`config.mk`:
```
export PLATFORM = sky130hd
export DESIGN_NAME = matrix_seq_ctrl
export DESIGN_NICKNAME = d
export VERILOG_FILES = /design/src/rtl/matrix_seq_ctrl.sv
export SDC_FILE = /design/constraint.sdc
export NUM_CORES = 1
export LEC_CHECK = 0
export BUFFER_PORTS_ARGS = -buffer_cell sky130_fd_sc_hd__buf_2
export CORE_ASPECT_RATIO = 0.5
export CORE_MARGIN = 5
export CORE_UTILIZATION = 43
export DETAILED_ROUTE_END_ITERATION = 10
export GPL_TIMING_DRIVEN = 0
export PLACE_DENSITY_LB_ADDON = 0.15
export RECOVER_POWER = 50
export SYNTH_ARGS = -nofsm -noshare
export SYNTH_HDL_FRONTEND = slang
export SYNTH_SLANG_ARGS = --single-unit
```
`constraint.sdc`:
```
create_clock -name clk -period 2 [get_ports clk]
set_input_delay 0.1 -clock clk [delete_from_list [all_inputs] [get_ports clk]]
set_output_delay 0.1 -clock clk [all_outputs]
set_load 0.02 [all_outputs]
```
`src/rtl/matrix_seq_ctrl.sv`:
```
`default_nettype none
// ==========================================================================
// matrix_seq_ctrl : job sequencer and single-word result reader for the
//                   matrix datapath (load X / compute per column / read SRAM)
// Revision: 1.0
// ==========================================================================
module matrix_seq_ctrl #(
  parameter int APB_ADDR_WIDTH = 12,
  parameter int N_COLS         = 4,
  parameter int CALC_TIMEOUT   = 64,
  parameter int READ_TIMEOUT   = 8
) (
  input  logic                      clk,
  input  logic                      rst,
  input  logic                      start,
  input  logic                      abort,
  input  logic [31:0]               in_data,
  input  logic                      in_valid,
  output logic                      in_ready,
  input  logic                      rd_req,
  input  logic [APB_ADDR_WIDTH-1:0] rd_addr,
  output logic [31:0]               rd_data,
  output logic                      rd_valid,
  output logic                      busy,
  output logic                      done,
  output logic                      err,
  output logic                      load_en,
  output logic                      valid_input,
  output logic [31:0]               PWDATA,
  output logic                      ALU_en,
  output logic [1:0]                col_counter,
  output logic                      read_n,
  output logic [APB_ADDR_WIDTH-1:0] r_addr,
  input  logic                      load_done,
  input  logic                      cal_finish,
  input  logic                      ry,
  input  logic [31:0]               data_out
);

  localparam int CNT_MAX = (CALC_TIMEOUT > READ_TIMEOUT) ? CALC_TIMEOUT : READ_TIMEOUT;
  localparam int CNT_W   = $clog2(CNT_MAX + 1);
  localparam logic [1:0]       LAST_COL  = 2'(N_COLS - 1);
  localparam logic [CNT_W-1:0] CALC_LAST = CNT_W'(CALC_TIMEOUT - 1);
  localparam logic [CNT_W-1:0] READ_LAST = CNT_W'(READ_TIMEOUT - 1);

  typedef enum logic [2:0] {
    S_IDLE = 3'd0,
    S_LOAD = 3'd1,
    S_CALC = 3'd2,
    S_DONE = 3'd3,
    S_READ = 3'd4,
    S_ERR  = 3'd5
  } state_e;

  state_e                      state_q, state_d;
  state_e                      ret_q, ret_d;
  logic [1:0]                  col_q, col_d;
  logic [CNT_W-1:0]            cnt_q, cnt_d;
  logic                        done_q, done_d;
  logic                        err_q, err_d;
  logic                        rd_valid_q, rd_valid_d;
  logic [31:0]                 rd_data_q, rd_data_d;
  logic [APB_ADDR_WIDTH-1:0]   r_addr_q, r_addr_d;

  always_ff @(posedge clk) begin
    if (rst) begin
      state_q    <= S_IDLE;
      ret_q      <= S_IDLE;
      col_q      <= '0;
      cnt_q      <= '0;
      done_q     <= 1'b0;
      err_q      <= 1'b0;
      rd_valid_q <= 1'b0;
      rd_data_q  <= '0;
      r_addr_q   <= '0;
    end else begin
      state_q    <= state_d;
      ret_q      <= ret_d;
      col_q      <= col_d;
      cnt_q      <= cnt_d;
      done_q     <= done_d;
      err_q      <= err_d;
      rd_valid_q <= rd_valid_d;
      rd_data_q  <= rd_data_d;
      r_addr_q   <= r_addr_d;
    end
  end

  // cnt is the per-visit cycle counter for CALC/READ; it restarts on every state change.
  always_comb begin
    state_d    = state_q;
    ret_d      = ret_q;
    col_d      = col_q;
    cnt_d      = '0;
    done_d     = done_q;
    err_d      = err_q;
    rd_valid_d = 1'b0;
    rd_data_d  = rd_data_q;
    r_addr_d   = r_addr_q;

    if (abort) begin
      state_d = S_IDLE;
      col_d   = '0;
      done_d  = 1'b0;
      err_d   = 1'b0;
    end else begin
      case (state_q)
        S_IDLE, S_DONE: begin
          if (start) begin
            state_d = S_LOAD;
            col_d   = '0;
            done_d  = 1'b0;
            err_d   = 1'b0;
          end else if (rd_req) begin
            state_d  = S_READ;
            ret_d    = state_q;
            r_addr_d = rd_addr;
          end
        end
        S_ERR: begin
          if (start) begin
            state_d = S_LOAD;
            col_d   = '0;
            done_d  = 1'b0;
            err_d   = 1'b0;
          end
        end
        S_LOAD: begin
          if (load_done) state_d = S_CALC;
        end
        S_CALC: begin
          if (cal_finish) begin
            if (col_q == LAST_COL) begin
              state_d = S_DONE;
              done_d  = 1'b1;
            end else begin
              col_d   = col_q + 2'd1;
              state_d = S_LOAD;
            end
          end else if (cnt_q == CALC_LAST) begin
            state_d = S_ERR;
            err_d   = 1'b1;
          end else begin
            cnt_d = cnt_q + 1'b1;
          end
        end
        S_READ: begin
          // The strobe cycle (cnt==0) never accepts ry; the SRAM cannot answer that fast.
          if (ry && (cnt_q != '0)) begin
            state_d    = ret_q;
            rd_data_d  = data_out;
            rd_valid_d = 1'b1;
          end else if (cnt_q == READ_LAST) begin
            state_d = S_ERR;
            err_d   = 1'b1;
          end else begin
            cnt_d = cnt_q + 1'b1;
          end
        end
        default: state_d = S_IDLE;
      endcase
    end
  end

  assign busy        = (state_q == S_LOAD) || (state_q == S_CALC);
  assign load_en     = (state_q == S_LOAD);
  assign in_ready    = load_en & ~load_done;
  assign valid_input = in_valid & in_ready;
  assign PWDATA      = load_en ? in_data : 32'd0;
  assign ALU_en      = (state_q == S_CALC);
  assign read_n      = ~((state_q == S_READ) && (cnt_q == '0));
  assign r_addr      = r_addr_q;
  assign col_counter = col_q;
  assign done        = done_q;
  assign err         = err_q;
  assign rd_valid    = rd_valid_q;
  assign rd_data     = rd_data_q;

endmodule
`default_nettype wire

```
Word level (Yosys, flattened, before mapping)
Cells that the tools add are included.
{"block": "classes", "addsub": 2, "eq_ne": 21, "muxes": 30, "bitwise_logic": 7, "n_reduce_logical": 18}
{"op": "two-way mux 32 bit", "n": 1}
{"op": "two-way mux 7 bit", "n": 4}
{"op": "two-way mux 3 bit", "n": 8}
{"op": "case mux 3 bit (5 select lines)", "n": 1}
{"op": "case mux 7 bit (2 select lines)", "n": 1}
{"op": "AND reduction 4 bit", "n": 3}
{"op": "!= test 2 x 1 -> 1 bit, second input constant", "n": 5}
{"op": "!= test 2 bit, second input constant", "n": 5}
{"op": "two-way mux 1 bit", "n": 8}
{"op": "two-way mux 2 bit", "n": 4}
{"op": "adder 7 x 1 -> 7 bit, second input constant", "n": 1}
{"op": "== test 7 x 3 -> 1 bit, second input constant", "n": 1}
{"op": "== test 7 x 6 -> 1 bit, second input constant", "n": 1}
{"op": "zero test 7 bit", "n": 1}
{"op": "nonzero test 7 bit", "n": 1}
{"op": "== test 3 x 2 -> 1 bit, second input constant", "n": 2}
{"op": "== test 3 bit, second input constant", "n": 2}
{"op": "!= test 3 bit, second input constant", "n": 2}
{"op": "AND reduction 6 bit", "n": 1}
{"op": "OR reduction 3 bit", "n": 2}
{"op": "inverter 1 bit", "n": 5}
{"op": "AND reduction 5 bit", "n": 1}
{"op": "case mux 2 bit (2 select lines)", "n": 1}
{"op": "OR reduction 2 bit", "n": 2}
{"op": "other kinds (13)", "n": 15}
{"block": "totals", "ff_bits": 62, "input_bits": 85, "out_inout_bits": 87, "word_cells": 87}

Longest topological paths before layout
Gate-level depths: netlist of run 1.
{"block": "depth", "depth_word": 4, "mapped_depth": 8}

Least setup slack after synthesis of run 1
Ideal clock, no wire load.
{"block": "synth_path", "path_kind": "flip-flop to output port", "startpoint": "reg state_q[2]", "endpoint": "out valid_input", "arrival_time_ns": 1.696, "t_required_ns": 1.900, "slack_ns": 0.204, "path_stages_with_launch": 5, "path_buffers": 2, "cell_sequence": "dfxtp_1 buf_6 buf_2 nor4_1 and2_1"}
{"block": "synth_via", "elab_chain_cells": 3}
{"item": "from (decl)", "line_no": "55", "rtl": "state_e state_q, state_d;"}
{"item": "from (signal assigned)", "line_no": "77", "rtl": "state_q <= state_d;"}
{"item": "== test 3 x 1 -> 1 bit", "line_no": "166", "rtl": "assign load_en = (state_q == S_LOAD);"}
{"item": "bitwise AND 1 bit", "line_no": "167", "rtl": "assign in_ready = load_en & ~load_done;"}
{"item": "named net in_ready", "line_no": "19", "rtl": "output logic in_ready,"}
{"item": "bitwise AND 1 bit", "line_no": "168", "rtl": "assign valid_input = in_valid & in_ready;"}
{"item": "to (decl)", "line_no": "28", "rtl": "output logic valid_input,"}
The timed path passes the listed nets, and every way through them passes these cells.

Final worst setup path of run 1
{"block": "layout_path", "startpoint": "reg cnt_q[0]", "endpoint": "reg rd_data_q[2], in the netlist rd_data[2]"}
{"block": "layout_via", "elab_chain_cells": 3}
{"item": "from (decl)", "line_no": "58", "rtl": "logic [CNT_W-1:0] cnt_q, cnt_d;"}
{"item": "from (signal assigned)", "line_no": "80", "rtl": "cnt_q <= cnt_d;"}
{"item": "nonzero test 7 bit", "line_no": "149", "rtl": "if (ry && (cnt_q != '0)) begin"}
{"item": "logical AND 1 bit", "line_no": "149"}
{"item": "AND reduction 3 bit (no line)"}
{"item": "to (signal assigned)", "line_no": "84", "rtl": "rd_data_q <= rd_data_d;"}
{"item": "to (decl)", "line_no": "62", "rtl": "logic [31:0] rd_data_q, rd_data_d;"}
Every way passes these cells.
A chain may end at the register's enable or synchronous reset.

==> results of run 1 <==
-- kinds of logic after synthesis --
family | synth area share [%]
AO/OA/AOI/OAI | 7.87
XOR/XNOR | 1.85
adder cells (fa/ha/maj) | 1.32
buffers and inverters | 4.48
flip-flops | 43.6
multiplexers | 16.9
AND/OR/NAND/NOR | 24.0
-- area by class of cell --
cell class | instances | area share (%)
Tap cell | 88 | 2.66
Timing Repair Buffer | 176 | 20.1
Sequential cell | 62 | 30.0
Clock buffer | 12 | 5.95
Clock inverter | 3 | 1.66
Inverter | 10 | 0.906
Buffer | 17 | 2.60
Multi-Input combinational cell | 217 | 36.2
-- final timing paths --
| kind | from | to | slack (ps) | cells past startpoint |
|---|---|---|---|---|
| worst max-delay path | cnt_q[0] | rd_data[2] | 60 | 9 |
| worst min-delay path | data_out[15] | rd_data[15] | 10 | 3 |
| worst max register to register | cnt_q[0] | rd_data[2] | 60 | 9 |
| worst min register to register | cnt_q[0] | cnt_q[0] | 430 | 1 |
-- worst register-to-register path: cells and delay by family, from the launching register on --
| kind | cells | cell delay (ps) |
|---|---|---|
| mux | 1 | 210 |
| flops | 1 | 350 |
| buf+inv | 3 | 390 |
| compound gates | 1 | 280 |
| simple gates | 3 | 390 |
| fa+ha+maj | 1 | 180 |
-- routing by layer --
layer | vias to the layer above | global-route usage, % | routed length (µm)
met5 | - | 0 | 0
met4 | 0 | 5.95 | 121
met3 | 13 | 6.32 | 727
met2 | 108 | 32.8 | 3880
met1 | 1240 | 19.7 | 3160
li1 | 1403 | - | -
-- cells in the mapped netlist (2+ instances only) --
library cell  number  area [µm²]
a21oi_1            3        15.0
a31oi_1            2        12.5
and2_1            34         213
and3_1             2        12.5
buf_2              3        15.0
buf_4              4        30.0
clkbuf_1           9        33.8
dfxtp_1           62        1240
ha_1               3        37.5
inv_1             10        37.5
mux2i_1           48         480
nand2_1            9        33.8
nand3_1            5        25.0
nand3b_1           2        15.0
nor2_1            61         229
nor2b_1            3        18.8
nor3_1             5        25.0
nor3_4             2        32.5
nor3b_1            2        15.0
nor4_1             2        12.5
o21a_1             2        15.0
o21ai_0            8        40.0
xnor2_1            3        26.3
xor2_1             3        26.3
-- cell usage in the layout (no fill, tap or decap), types with 2 or more instances in the layout --
cell / instances
bufinv_16: 2
nor4_1: 2
clkbuf_16: 9
buf_6: 3
nor2_1: 61
buf_4: 6
mux2i_1: 47
and2_1: 34
xnor2_1: 3
o21a_1: 2
dfxtp_1: 61
inv_1: 10
xor2_1: 3
nand3b_1: 2
nand3_1: 5
buf_2: 125
and3_1: 2
a21oi_1: 3
o21ai_0: 8
nor3_1: 4
clkbuf_2: 2
clkbuf_1: 58
ha_1: 3
a31oi_1: 2
nand2_1: 9
nor3_4: 3
nor2b_1: 3
-- power groups by stage --
stage                     registers [mW]  clock network (mW)  logic [mW]
final                               1.26                1.63       0.377
after CTS                           1.26                1.66       0.380
after floorplan                     1.30                   0       0.207
after global routing                1.26                1.71       0.412
after detailed placement            1.28                   0       0.377
after global placement              1.28                   0       0.375
-- sequential cells by signal, indices dropped and copies added, names as in the netlist --
signal,flops
r_addr,12
done,1
state_q,3
ret_q,3
err,1
rd_data,32
col_counter,2
rd_valid,1
cnt_q,7
-- what timing repair did --
| action | CTS | global route |
|---|---|---|
| pin swaps | 0 | 2 |
| endpoints found under the setup margin | 34 | 67 |
| buffers inserted | 0 | 5 |
| endpoints found under the hold margin | 0 | 0 |
| resized for setup | 3 | 10 |
| gates cloned | 0 | 1 |
==> results_dict.tcl, run 1 <==
set metrics [dict create \
    num_io_pins 172 \
    p_int_mw 2.54 \
    cp_num_buf_inv 3 \
    p_switching_mw 0.729 \
    gp_congestion 0.905 \
    fmax_ghz 0.515 \
    dpl.hpwl_um 6120 \
    design.die.area_um2 8450 \
    multi_input_area_um2 1500 \
    nFillCells 581 \
    final_layout_size_suffix_gt1_share_pct 32.4 \
    synth-edff-count 0 \
    worst_pin_slew_ps 539 \
    slowest_stage "dfxtp_2" \
    ant_nets 0 \
    cts_made_buffers 9 \
    diodes 0 \
    p_leak_nw 1.83 \
    via_per_inst 4.72 \
    grt_overflow_total 0 \
    antenna_found_initial 0 \
    synth_area_per_cell_um2 9.31 \
    syn-cell-area_um2 2850 \
    rows 20 \
    via_count 2764 \
    tritoncts "yes" \
    p_total_mw 3.26 \
    crit_chain "inv_1 -> ha_1 -> nor2b_1 -> a21bo_2 -> nor3_4 -> buf_4 -> buf_6 -> mux2i_2 -> nor2_1" \
    cts_max_path_buffers 2 \
    clkPwrFrac_pct 49.8 \
    post-place-ws_ps 29.5 \
    ys_types 43 \
    synthFlopType "dfxtp_1" \
    clock-sinks 62 \
    drc 0 \
    fin_nets 581 \
    yosysSeqAreaShare_pct 43.6 \
    relSlewSlack_pct 63.9 \
    yosys_warnings 0 \
    seqPwrFrac_pct 38.6 \
    layout.cells.non_filler 585 \
    power_density_nw_per_um2 788 \
    startpoint_type "register" \
    fin_skew_ps 8.62 \
    initial_core_util_pct 45.5 \
    io_buffers 170 \
    grt_pass1_vias 2664 \
    die_w_um 125 \
    finalInstanceArea_um2 4140 \
    placed_cells 564 \
    clockRootBuffer "clkbuf_16" \
    p_sw_share_pct 22.3 \
    worst_path_largest_cell_delay_ps 350 \
    min_path_type "primary input to register" \
    area_growth_pct 45.5 \
    utilization_pct 66.2 \
    ctsHtreeMaxLevel 3 \
    yosys_register_bits 62 \
    grt_max_degree 11 \
    period_needed_ps 1940 \
    regArea_um2 1240 \
    async_reset_ff_share_pct 0 \
    wl_per_cell_um 13.5 \
    crit_type "register to register" \
    final_max_slew_viol_count 0 \
    core_um2 6260 \
    rsz0062_at_grt "true" \
    status "completed" \
    worst-endpoint-arrival_ps 2130 \
    insertion_delay_ps 320 \
    fp.dieH_um 67.5 \
    ir_drop_uv 569 \
    p_comb_share_pct 11.6 \
    cp_top_family "buffers and inverters" \
    clkTransAtPathRegs_ps 50 \
    maxCapViolCount 0 \
    setup_violations 0 \
    dpl_cell_area_um2 3810 \
    critPathMaxFanout 10 \
    critPathRequiredTime_ps 2190 \
    drtIter0Drc 71 \
    hold_viol 0 \
    hold_slack_ps 14.5 \
    grt_pass1_wl_um 12200 \
    synth_cells 306 \
    drt-pass1-iter-count 5 \
    synth_nets 394 \
    hold_buffers 0 \
    track_usage_pct 17.8 \
    worst_slack_ps 59.1 \
    finalSetupTns_ps 0 \
    finalCritPeriodShare_pct 97.0 \
    end_kind "register" \
    drt-total-wl_um 7890 \
]
No activity file was read; power rests on OpenSTA's default activity.
==> run 2: changes to the inputs <==
Settings changed: CORE_MARGIN 5 to default.
==> run 2 against run 1 <==
Combinational power is 1% higher. First-iteration DRC count is 17% higher. Clock skew is 1.2 ps lower. Critical path depth stayed put. Sequential power hardly changed. Critical endpoint is now rd_data[26]. Critical path type unchanged. Non-clock buffer count is 3 higher. Final area is 0.48% higher. Largest power group unchanged. Core utilization is 0.59 points higher. Clock power is 7% lower.
==> results_dict.tcl, run 2 (synthesis gave the netlist of run 1 again) <==
set metrics [dict create \
    design.die.area_um2 6970 \
    gp_congestion 0.847 \
    ir_drop_uv 477 \
    io_buffers 170 \
    hold_viol 0 \
    cts_max_path_buffers 2 \
    num_io_pins 172 \
    drt-total-wl_um 7230 \
    fmax_ghz 0.519 \
    clock-sinks 62 \
    rows 20 \
    drt-pass1-iter-count 4 \
    worst_pin_slew_ps 537 \
    clockRootBuffer "clkbuf_16" \
    final_max_slew_viol_count 0 \
    grt_pass1_wl_um 10500 \
    holdPathEnd "rd_data[16]" \
    finalCritPeriodShare_pct 96.4 \
    cp_num_buf_inv 3 \
    drc 0 \
    dpl_cell_area_um2 3810 \
    track_usage_pct 20.1 \
    layout_commonest_cell "buf_2" \
    end_kind "register" \
    rr_endpoint "rd_data[26]" \
    drtIter0Drc 83 \
    critPathMaxFanout 10 \
    worst_slack_ps 71.6 \
    crit_type "register to register" \
    power_density_nw_per_um2 759 \
    ctsHtreeMaxLevel 3 \
    relSlewSlack_pct 64.1 \
    slowest_stage "dfxtp_4" \
    p_leak_nw 1.82 \
    reg2reg_from "cnt_q[0]" \
    cts_made_buffers 9 \
    hold_buffers 0 \
    grt_pass1_vias 2403 \
    min_path_type "primary input to register" \
    fin_skew_ps 7.42 \
    die_w_um 117 \
    worst_path_largest_cell_delay_ps 360 \
    clkTransAtPathRegs_ps 60 \
    core_um2 6230 \
    grt_overflow_total 0 \
    largest_register_ffs 32 \
    grt_max_degree 13 \
    startpoint_type "register" \
    rr_worst_depth 9 \
    post-place-ws_ps 4.67 \
    fp.dieH_um 59.5 \
    area_growth_pct 46.2 \
    p_total_mw 3.16 \
    hold_slack_ps 8.30 \
    tritoncts "yes" \
    cp_top_family "simple AND/OR/NAND/NOR gates" \
    diodes 0 \
    initial_core_util_pct 45.7 \
    antenna_found_initial 0 \
    via_per_inst 4.75 \
    wl_per_cell_um 12.3 \
    critPathRequiredTime_ps 2200 \
    finalInstanceArea_um2 4160 \
    min_path_cells 3 \
    insertion_delay_ps 320 \
    maxCapViolCount 0 \
    min-delay-start "data_out[16]" \
    r2r_slack_ps 70 \
    final_layout_size_suffix_gt1_share_pct 32.9 \
    dpl.hpwl_um 5480 \
    setup_violations 0 \
    worst-endpoint-arrival_ps 2120 \
    final_cell_mix "123 x buf_2, 61 x clkbuf_1, 61 x nor2_1" \
    crit_chain "inv_2 -> ha_1 -> nor2b_4 -> a21bo_2 -> nor3_4 -> buf_12 -> buf_6 -> mux2i_1 -> nor2_1" \
    fin_nets 584 \
    via_count 2795 \
    period_needed_ps 1930 \
    status "completed" \
    ant_nets 0 \
]
==> run 2: cell count changes in the layout (fill, tap and decap cells not counted), sizes merged <==
cell      before  now
clkinvlp       0    3
bufinv         2    1
clkbuf        70   71
inv           10   11
==> run 2: through the flow <==
stage	instances	setup TNS (ps)	utilization, %
after floorplan	306	0	-
after global placement	564	0	61.1
after detailed placement	564	0	61.1
after CTS	580	-0.500	66.1
after global routing	589	-82.2	66.8
final	589	0	66.8
==> run 2: repair_timing <==
action | in CTS | in global routing
pin swaps | 0 | 4
setup endpoints to repair | 30 | 67
resized for setup | 2 | 12
setup buffers | 0 | 7
cloned | 0 | 2
==> run 2: how the worst max path moves through the flow <==
stage | cells after the start | start | endpoint
final | 9 | cnt_q[0] | rd_data[26]
after global routing | 5 | state_q[0] | PWDATA[10]
after detailed placement | 8 | cnt_q[0] | rd_data[26]
after CTS | 8 | cnt_q[0] | rd_data[4]
after global placement | 8 | cnt_q[0] | rd_data[3]
after floorplan | 4 | state_q[2] | valid_input
==> run 2: final cells by class <==
class	instances	area (µm²)
Fill cell	569	2070
Tap cell	88	110
Timing Repair Buffer	179	865
Multi-Input combinational cell	217	1510
Clock inverter	6	70.1
Inverter	10	37.5
Sequential cell	62	1250
Clock buffer	10	229
Buffer	17	101
==> run 2: worst min-delay path: cells and delay by family <==
family / cells / cell delay [ps]
buffers and inverters: 1 / 70
and+or+nand+nor: 1 / 70
muxes: 1 / 50
==> run 2: per-layer routing <==
layer  vias up  routed length [µm]  global-route usage [%]
met2       101                3550                    36.3
li1       1412                   -                       -
met4         0                 118                    8.50
met1      1268                3130                    22.1
met5         -                   0                       0
met3        14                 430                    6.54
==> run 2: power breakdown <==
group / switching, mW / internal, mW / total, mW
combinational: 0.215 / 0.167 / 0.382
sequential: 0.00887 / 1.25 / 1.26
clock: 0.551 / 0.969 / 1.52
total: 0.776 / 2.39 / 3.16
==> run 3: changes to the inputs <==
Settings changed: CORE_MARGIN from default to 5, CORE_UTILIZATION 43 to 30.
==> run 3 against run 2 <==
Power is 6.6% higher. Die area is 67% higher. Wire length is 18% higher. Worst setup slack better by 35 ps. Core utilization is 20 points lower. Worst hold slack better by 3.8 ps. Final area is 4.7% higher. Clock power is 12% higher. Critical endpoint is now rd_data[25]. Largest cell class unchanged.
==> results_dict.tcl, run 3 (synthesis gave the netlist of run 1 again) <==
set metrics [dict create \
    num_io_pins 172 \
    grt_overflow_total 0 \
    reg2reg_from "cnt_q[0]" \
    critPathMaxFanout 6 \
    critPathRequiredTime_ps 2190 \
    min_path_type "primary input to register" \
    tritoncts "yes" \
    cts_max_path_buffers 2 \
    via_count 2817 \
    gp_congestion 0.738 \
    ir_drop_uv 427 \
    status "completed" \
    ctsHtreeMaxLevel 3 \
    hold_slack_ps 12.1 \
    clock-sinks 62 \
    fin_nets 594 \
    post-place-ws_ps 13.1 \
    clkTransAtPathRegs_ps 50 \
    clockRootBuffer "clkbuf_16" \
    dpl.hpwl_um 6460 \
    p_leak_nw 1.88 \
    slowest_stage "dfxtp_2" \
    grt_pass1_wl_um 13300 \
    rows 25 \
    worst_slack_ps 106 \
    grt_max_degree 13 \
    drt-pass1-iter-count 4 \
    final_cell_mix "122 x buf_2, 61 x nor2_1, 61 x dfxtp_1" \
    rr_worst_depth 9 \
    via_per_inst 4.46 \
    worst_path_largest_cell_delay_ps 350 \
    core_um2 9350 \
    area_growth_pct 53.2 \
    cp_top_family "simple AND/OR/NAND/NOR gates" \
    fp.dieH_um 78.9 \
    initial_core_util_pct 30.4 \
    crit_type "register to register" \
    io_buffers 170 \
    die_w_um 148 \
    diodes 0 \
    end_kind "register" \
    layout_commonest_cell "buf_2" \
    track_usage_pct 14.2 \
    setup_violations 0 \
    cts_made_buffers 9 \
    insertion_delay_ps 320 \
    startpoint_type "register" \
    wl_per_cell_um 13.5 \
    maxCapViolCount 0 \
    final_max_slew_viol_count 0 \
    design.die.area_um2 11700 \
    path_depth 9 \
    relSlewSlack_pct 60.3 \
    grt_pass1_vias 2751 \
    fmax_ghz 0.528 \
    period_needed_ps 1890 \
    ant_nets 0 \
    crit_chain "inv_1 -> ha_1 -> nor2b_1 -> a21bo_2 -> nor3_4 -> buf_12 -> buf_4 -> mux2i_1 -> nor2_1" \
    fin_skew_ps 7.31 \
    cp_num_buf_inv 3 \
    crit_path_start "cnt_q[0]" \
    antenna_found_initial 1 \
    drc 0 \
    finalCritPeriodShare_pct 94.7 \
    worst-endpoint-arrival_ps 2080 \
    hold_viol 0 \
    min_path_cells 3 \
    worst_pin_slew_ps 593 \
    drtIter0Drc 72 \
    drt-total-wl_um 8550 \
    final_layout_size_suffix_gt1_share_pct 31.7 \
    p_total_mw 3.37 \
    power_density_nw_per_um2 773 \
    min-delay-start "data_out[27]" \
    largest_register_ffs 32 \
]
==> run 3: worst paths after layout <==
path                 end  slack (ps)
max reg2reg  rd_data[25]         110
min reg2reg     cnt_q[0]         430
min          rd_data[27]          10
max          rd_data[25]         110
==> run 3: worst reg2reg max path: cells and delay by family, from the launching register on <==
family / cells / cell delay, ps
AOI/OAI and AO/OA: 1 / 270
adders and majority gates: 1 / 170
buffers and inverters: 3 / 360
DFF: 1 / 350
muxes: 1 / 190
and+or+nand+nor: 3 / 430
==> run 3: per-stage QoR <==
stage / cells / util (%) / setup TNS [ps] / area [µm²]
2_1_floorplan: 306 / - / 0 / 2850
3_3_place_gp: 597 / 41.2 / 0 / 3850
3_5_place_dp: 597 / 41.2 / 0 / 3850
4_1_cts: 625 / 46.2 / -9.58 / 4320
5_1_grt: 632 / 46.6 / -71.1 / 4360
6_report: 632 / 46.6 / 0 / 4360
==> run 3: timing repair <==
| item | in CTS | in global routing |
|---|---|---|
| pin swaps | 0 | 2 |
| hold buffers | 12 | 0 |
| gates resized for setup | 4 | 19 |
| buffers inserted | 0 | 6 |
| endpoints found under the setup margin | 32 | 72 |
| endpoints found under the hold margin | 12 | 0 |
| gates cloned | 0 | 1 |
==> run 3: power breakdown <==
part           internal [mW]  switching [mW]  total, mW  leakage (nW)
Combinational          0.182           0.226      0.408          1.22
Sequential              1.25         0.00872       1.26         0.501
Clock                   1.13           0.571       1.70         0.159
Total                   2.56           0.805       3.37          1.88
==> run 3: final cells by class <==
type | instances | area, µm²
Tap cell | 121 | 151
Multi-Input combinational cell | 217 | 1510
Clock buffer | 10 | 239
Buffer | 17 | 121
Fill cell | 944 | 4990
Sequential cell | 62 | 1240
Clock inverter | 6 | 93.8
Inverter | 10 | 37.5
Timing Repair Buffer | 189 | 967
==> run 3: layer usage <==
metal / global-route usage (%) / vias to the layer above / share of wire [%]
met2: 26.5 / 112 / 50
met3: 5.70 / 9 / 9.5
met4: 3.62 / 2 / 0.67
li1: - / 1428 / -
met1: 15.1 / 1266 / 40
met5: 0 / - / 0.15
